$ cat config.mk
export PLATFORM = sky130hd
export DESIGN_NAME = uart_frame_tx
export DESIGN_NICKNAME = d
export VERILOG_FILES = /design/src/rtl/uart_pkg.sv /design/src/rtl/uart_baud_gen.sv /design/src/rtl/uart_frame_tx.sv
export SDC_FILE = /design/constraint.sdc
export NUM_CORES = 1
export LEC_CHECK = 0
export CELL_PAD_IN_SITES_DETAIL_PLACEMENT = 0
export CELL_PAD_IN_SITES_GLOBAL_PLACEMENT = 2
export CORE_MARGIN = 2
export CORE_UTILIZATION = 25
export CTS_CLUSTER_DIAMETER = 50
export CTS_CLUSTER_SIZE = 10
export DETAILED_ROUTE_END_ITERATION = 6
export GPL_TIMING_DRIVEN = 0
export MAX_ROUTING_LAYER = met4
export PLACE_DENSITY = 0.82
export SYNTH_ARGS = -nofsm -noshare
export SYNTH_HDL_FRONTEND = slang
export SYNTH_SLANG_ARGS = --single-unit
$ cat constraint.sdc
create_clock -name clk -period 2.4 [get_ports clk]
set_input_delay 0.48 -clock clk [delete_from_list [all_inputs] [get_ports clk]]
set_output_delay 0.48 -clock clk [all_outputs]
set_load 0.01 [all_outputs]
$ cat src/rtl/uart_pkg.sv
// Shared UART definitions: line-state encoding, parity mode codes and baud divisor helper.
package uart_pkg;

  typedef enum logic [2:0] {IDLE, START, DATA, PARITY, STOP} UartTxState;

  localparam int PARITY_NONE = 0;
  localparam int PARITY_EVEN = 1;
  localparam int PARITY_ODD  = 2;

  // Core clock is given in MHz; result is floored and never below one cycle per bit.
  function automatic int baud_div(input int clk_mhz, input int baud_rate);
    longint d;
    d = longint'(clk_mhz) * 64'd1_000_000 / longint'(baud_rate);
    return (d < 1) ? 1 : int'(d);
  endfunction

endpackage

$ cat src/rtl/uart_baud_gen.sv
// Bit-period counter 0..DIV-1; tick is high for the last cycle of each bit period.
// clear restarts the period so a new frame is timed from its accept edge.
module uart_baud_gen #(
  parameter int DIV = 1
) (
  input  logic clk,
  input  logic res,
  input  logic clear,
  output logic tick
);

  localparam int W = (DIV > 1) ? $clog2(DIV) : 1;

  logic [W-1:0] cnt;

  assign tick = (cnt == W'(DIV - 1));

  always_ff @(posedge clk) begin
    if (res || clear || tick) begin
      cnt <= '0;
    end else begin
      cnt <= cnt + W'(1);
    end
  end

endmodule

$ cat src/rtl/uart_frame_tx.sv
// Serialises one start/data/parity/stop frame per accepted send; tx changes 1 cycle after accept.
// ready is low for the whole frame; send while busy is dropped, never queued.
module uart_frame_tx #(
  parameter int CLK          = 50,
  parameter int BAUD_RATE    = 9600,
  parameter int DATA_MAX_LEN = 9,
  parameter int PARITY       = 0,
  parameter int STOP_BITS    = 1
) (
  input  logic                    clk,
  input  logic                    res,
  input  logic                    send,
  input  logic [31:0]             len,
  input  logic [DATA_MAX_LEN-1:0] data,
  output logic                    tx,
  output logic                    ready
);

  import uart_pkg::*;

  localparam int DIV = baud_div(CLK, BAUD_RATE);
  localparam int BW  = $clog2(DATA_MAX_LEN + 1);

  UartTxState              state;
  logic [DATA_MAX_LEN-1:0] shreg;
  logic [DATA_MAX_LEN-1:0] shreg_nxt;
  logic [BW-1:0]           bits_left;
  logic [BW-1:0]           len_clamped;
  logic                    par;
  logic                    par_nxt;
  logic                    stop_cnt;
  logic                    tick;
  logic                    accept;

  assign accept      = ready & send;
  assign len_clamped = (len == 32'd0 || len > 32'(DATA_MAX_LEN)) ? BW'(DATA_MAX_LEN) : BW'(len);
  assign shreg_nxt   = shreg >> 1;
  assign par_nxt     = par ^ shreg[0];

  uart_baud_gen #(.DIV(DIV)) u_baud (
    .clk  (clk),
    .res  (res),
    .clear(accept),
    .tick (tick)
  );

  always_ff @(posedge clk) begin
    if (res) begin
      state     <= IDLE;
      tx        <= 1'b1;
      ready     <= 1'b1;
      shreg     <= '0;
      bits_left <= '0;
      par       <= 1'b0;
      stop_cnt  <= 1'b0;
    end else begin
      case (state)
        IDLE: begin
          if (accept) begin
            shreg     <= data;
            bits_left <= len_clamped;
            par       <= 1'b0;
            stop_cnt  <= 1'b0;
            tx        <= 1'b0;
            ready     <= 1'b0;
            state     <= START;
          end
        end
        START: begin
          if (tick) begin
            tx    <= shreg[0];
            state <= DATA;
          end
        end
        DATA: begin
          // parity accumulates only bits that actually go on the line
          if (tick) begin
            shreg <= shreg_nxt;
            par   <= par_nxt;
            if (bits_left > BW'(1)) begin
              bits_left <= bits_left - BW'(1);
              tx        <= shreg_nxt[0];
            end else begin
              bits_left <= '0;
              if (PARITY != PARITY_NONE) begin
                tx    <= (PARITY == PARITY_ODD) ? ~par_nxt : par_nxt;
                state <= uart_pkg::PARITY;
              end else begin
                tx    <= 1'b1;
                state <= STOP;
              end
            end
          end
        end
        uart_pkg::PARITY: begin
          if (tick) begin
            tx    <= 1'b1;
            state <= STOP;
          end
        end
        STOP: begin
          if (tick) begin
            if (stop_cnt == 1'(STOP_BITS - 1)) begin
              stop_cnt <= 1'b0;
              ready    <= 1'b1;
              state    <= IDLE;
            end else begin
              stop_cnt <= 1'b1;
            end
          end
        end
        default: state <= IDLE;
      endcase
    end
  end

endmodule

==> flow_metrics.env <==
export IMPL_cpPeakStageDelay_ps=440
export IMPL_yosys_area_top_type_share_pct=37.9
export IMPL_tritoncts_num_sinks=31
export IMPL_ys_types=43
export IMPL_setup_repair_after_global_routing_missed_its_margin="false"
export IMPL_area_growth_synth_to_final_pct=38.9
export IMPL_path_depth=7
export IMPL_drc=0
export IMPL_layout_commonest_cell="sky130_fd_sc_hd__clkdlybuf4s50_1"
export IMPL_avgRoutedWirePerCell_microns=12.7
export IMPL_synthesis_area_sq_um=1640
export IMPL_drtPass1Iterations=4
export IMPL_grt_first_pass_wirelength_mm=6.96
export IMPL_layout_drive_gt1_share_pct=10.3
export IMPL_synth_yosys_seq_area_share_pct=37.9
export IMPL_postCtsResizedCells=0
export IMPL_status="finished, final reports clean"
export IMPL_drt_antenna_violating_nets=0
export IMPL_die_area_sq_um=7210
export IMPL_final_instance_count_excl_fill=320
export IMPL_route_detailed_vias_per_inst=4.68
export IMPL_start_kind="register"
export IMPL_buffering_stage_count_on_the_worst_path_with_inverters_included=1
export IMPL_critical_path_arrival_ps=2240
export IMPL_synth_largest_area_cell="sky130_fd_sc_hd__dfxtp_1"
export IMPL_path_category_of_the_worst_min_delay_check="reg -> reg"
export IMPL_synthesis_instances=191
export IMPL_core_area_sq_um=6350
export IMPL_critical_path_class="reg -> reg"
export IMPL_power_density_cell_area_nw_per_um2=545
export IMPL_slew_limit_headroom_pct=48.4
export IMPL_max_freq_ghz=0.488
export IMPL_number_of_drc_violations_after_detailed_routing_iteration_0=48
export IMPL_maxCapViolCount=0
export IMPL_dieHeight_microns=84.9
export IMPL_end_kind="register"
export IMPL_critical_path_required_ps=2600
export IMPL_ys_top_cells_by_area="sky130_fd_sc_hd__dfxtp_1 38%, sky130_fd_sc_hd__nor2_1 7.8%, sky130_fd_sc_hd__a311oi_2 6.4%, sky130_fd_sc_hd__nand2_1 5.7%, sky130_fd_sc_hd__xor2_1 3.7%"
export IMPL_setup_tns_ps=0
export IMPL_synth_edff_count=0
export IMPL_hold_path_depth=2
export IMPL_grt_util_all_layers_pct=12.4
export IMPL_floorplan_io_pins=46
export IMPL_fin_ws_ps=352
export IMPL_gp_congestion=0.706
export IMPL_pre_cts_ws_ps=13.4
export IMPL_timing_hold_violations_final=0
export IMPL_most_common_layout_cells="44 x sky130_fd_sc_hd__clkdlybuf4s50_1, 34 x sky130_fd_sc_hd__nor2_1, 31 x sky130_fd_sc_hd__dfxtp_1"
export IMPL_period_needed_ps=2050
export IMPL_critPathSlowestCell="sky130_fd_sc_hd__dfxtp_1"
export IMPL_num_vias=1499
export IMPL_overall_die_width_microns=84.9
export IMPL_grt_ovfl_total=0
export IMPL_cts_repair_timing_setup_buffer_count=0
export IMPL_finished_cell_area_sq_um=2270
export IMPL_antenna_found_initial=0
export IMPL_numCtsBuffers=5
export IMPL_postCtsHoldBufs=0
export IMPL_fin_max_slew_vios=0
export IMPL_initial_utilization_pct=25.8
export IMPL_least_margin_pin_slew_ps=767
export IMPL_mean_instance_size_in_the_synthesized_netlist_sq_um=8.57
export IMPL_synth_top_flop_cell="sky130_fd_sc_hd__dfxtp_1"
export IMPL_layout_worst_path_cycle_share_pct=85.3
export IMPL_asyncSetResetFlopFracSynth_pct=0
export IMPL_postSynthRegisterBits=31
export IMPL_timing_reg2reg_worst_path_depth=7
export IMPL_clkLatencyLatePin_ps=280
export IMPL_ys_warn_count=0
export IMPL_place_hpwl_mm=3.03
export IMPL_net_count_after_synthesis=238
export IMPL_cellLeakagePower_nw=0.816
export IMPL_grt_max_degree=11
export IMPL_cts_htree_levels=2
export IMPL_worstPathCellList="ha_1, and4b_1, nand3_4, o21ai_4, buf_6, nor2_1, a311oi_2"
export IMPL_root_buffer="sky130_fd_sc_hd__clkbuf_8"
export IMPL_finalWirelength_mm=4.08
export IMPL_power_ir_vdd_worst_mv=0.327
export IMPL_timing_clock_skew_ps=4.28
export IMPL_antenna_diode_count=0
export IMPL_worst_setup_hold_path_clk_slew_ps=70
export IMPL_max_clock_path_buffers=2
export IMPL_port_buffers=44
export IMPL_cts_tree="yes"
export IMPL_dp_cells=312
export IMPL_rows=29
export IMPL_critPathTopFamily="compound AO/OA/AOI/OAI gates"
export IMPL_timing_final_setup_violations=0
export IMPL_first_global_vias=1474
export IMPL_fin_nets=289
export IMPL_critical_path_max_fanout=10
export IMPL_place_area_sq_um=2170
==> sequential cells by signal (all words and copies together) (netlist names) <==
name        cells
ready           1
tx              1
shreg           9
u_baud.cnt     13
bits_left       4
state           3
==> cell type report <==
type,instances,area [sq um]
fillers,675,4080
multi-input cells,145,947
flip-flops and latches,31,621
repair buffers,44,440
clock buffers,8,100
well taps,77,96.3
plain buffers,8,43.8
inverters,7,26.3
==> metal layers <==
metal  share of wire (%)  routed length [microns]  vias to the layer above  global-route usage, %
li1                    -                        -                      782                      -
met1                  50                     2050                      678                   15.8
met2                  44                     1800                       28                   18.8
met3                 3.3                      134                       11                   3.11
met4                 2.3                       93                        0                   4.62
met5                   0                        0                        -                      -
==> worst paths after layout <==
check,from,endpoint,slack [ps]
worst max-delay path,u_baud.cnt[0],shreg[6],350
worst min-delay path,shreg[6],shreg[5],480
worst max register to register,u_baud.cnt[0],shreg[6],350
worst min register to register,shreg[6],shreg[5],480
==> cell families after synthesis <==
family	count (synthesis)	synth area share (%)
muxes	2	1.22
xor gates and xnor gates	13	6.95
adders and majority gates	3	2.29
and+or+nand+nor	96	30.1
DFF	31	37.9
buffers and inverters	15	4.28
AOI/OAI and AO/OA	31	17.3
==> Yosys cell counts (2+ instances only) <==
library cell and number:
sky130_fd_sc_hd__ha_1 3, sky130_fd_sc_hd__a211o_1 2, sky130_fd_sc_hd__inv_1 7, sky130_fd_sc_hd__dfxtp_1 31, sky130_fd_sc_hd__nor2_1 34, sky130_fd_sc_hd__nand2_1 25
sky130_fd_sc_hd__nand3_1 8, sky130_fd_sc_hd__nor3_1 4, sky130_fd_sc_hd__and3_1 5, sky130_fd_sc_hd__mux2i_1 2, sky130_fd_sc_hd__nand4_1 3, sky130_fd_sc_hd__a311oi_2 7
sky130_fd_sc_hd__xnor2_1 6, sky130_fd_sc_hd__xor2_1 7, sky130_fd_sc_hd__clkbuf_1 3, sky130_fd_sc_hd__a31oi_1 2, sky130_fd_sc_hd__nor4_1 8, sky130_fd_sc_hd__a21oi_1 4
sky130_fd_sc_hd__o21ai_0 6
==> report_power, final <==
part           leakage [nW]  total, mW  internal (mW)  switching, mW
Sequential            0.253      0.573          0.545         0.0285
Clock                0.0515      0.460          0.262          0.198
Combinational         0.511      0.206          0.122         0.0845
==> per-stage QoR <==
| stage | hold WS (ps) | utilization, % | total power, mW |
|---|---|---|---|
| after floorplan | 454 | - | 0.687 |
| after detailed placement | 478 | 34.2 | 0.792 |
| final | 477 | 35.8 | 1.24 |
| after global placement | 476 | 34.2 | 0.789 |
| after CTS | 480 | 35.8 | 1.25 |
| after global routing | 499 | 35.8 | 1.30 |
==> worst min-delay path, cell delays in order, from the launching register on <==
cell and delay (ps):
sky130_fd_sc_hd__dfxtp_1 310, sky130_fd_sc_hd__nand2_1 50, sky130_fd_sc_hd__a311oi_1 70
(Power assumes the default switching activity.)
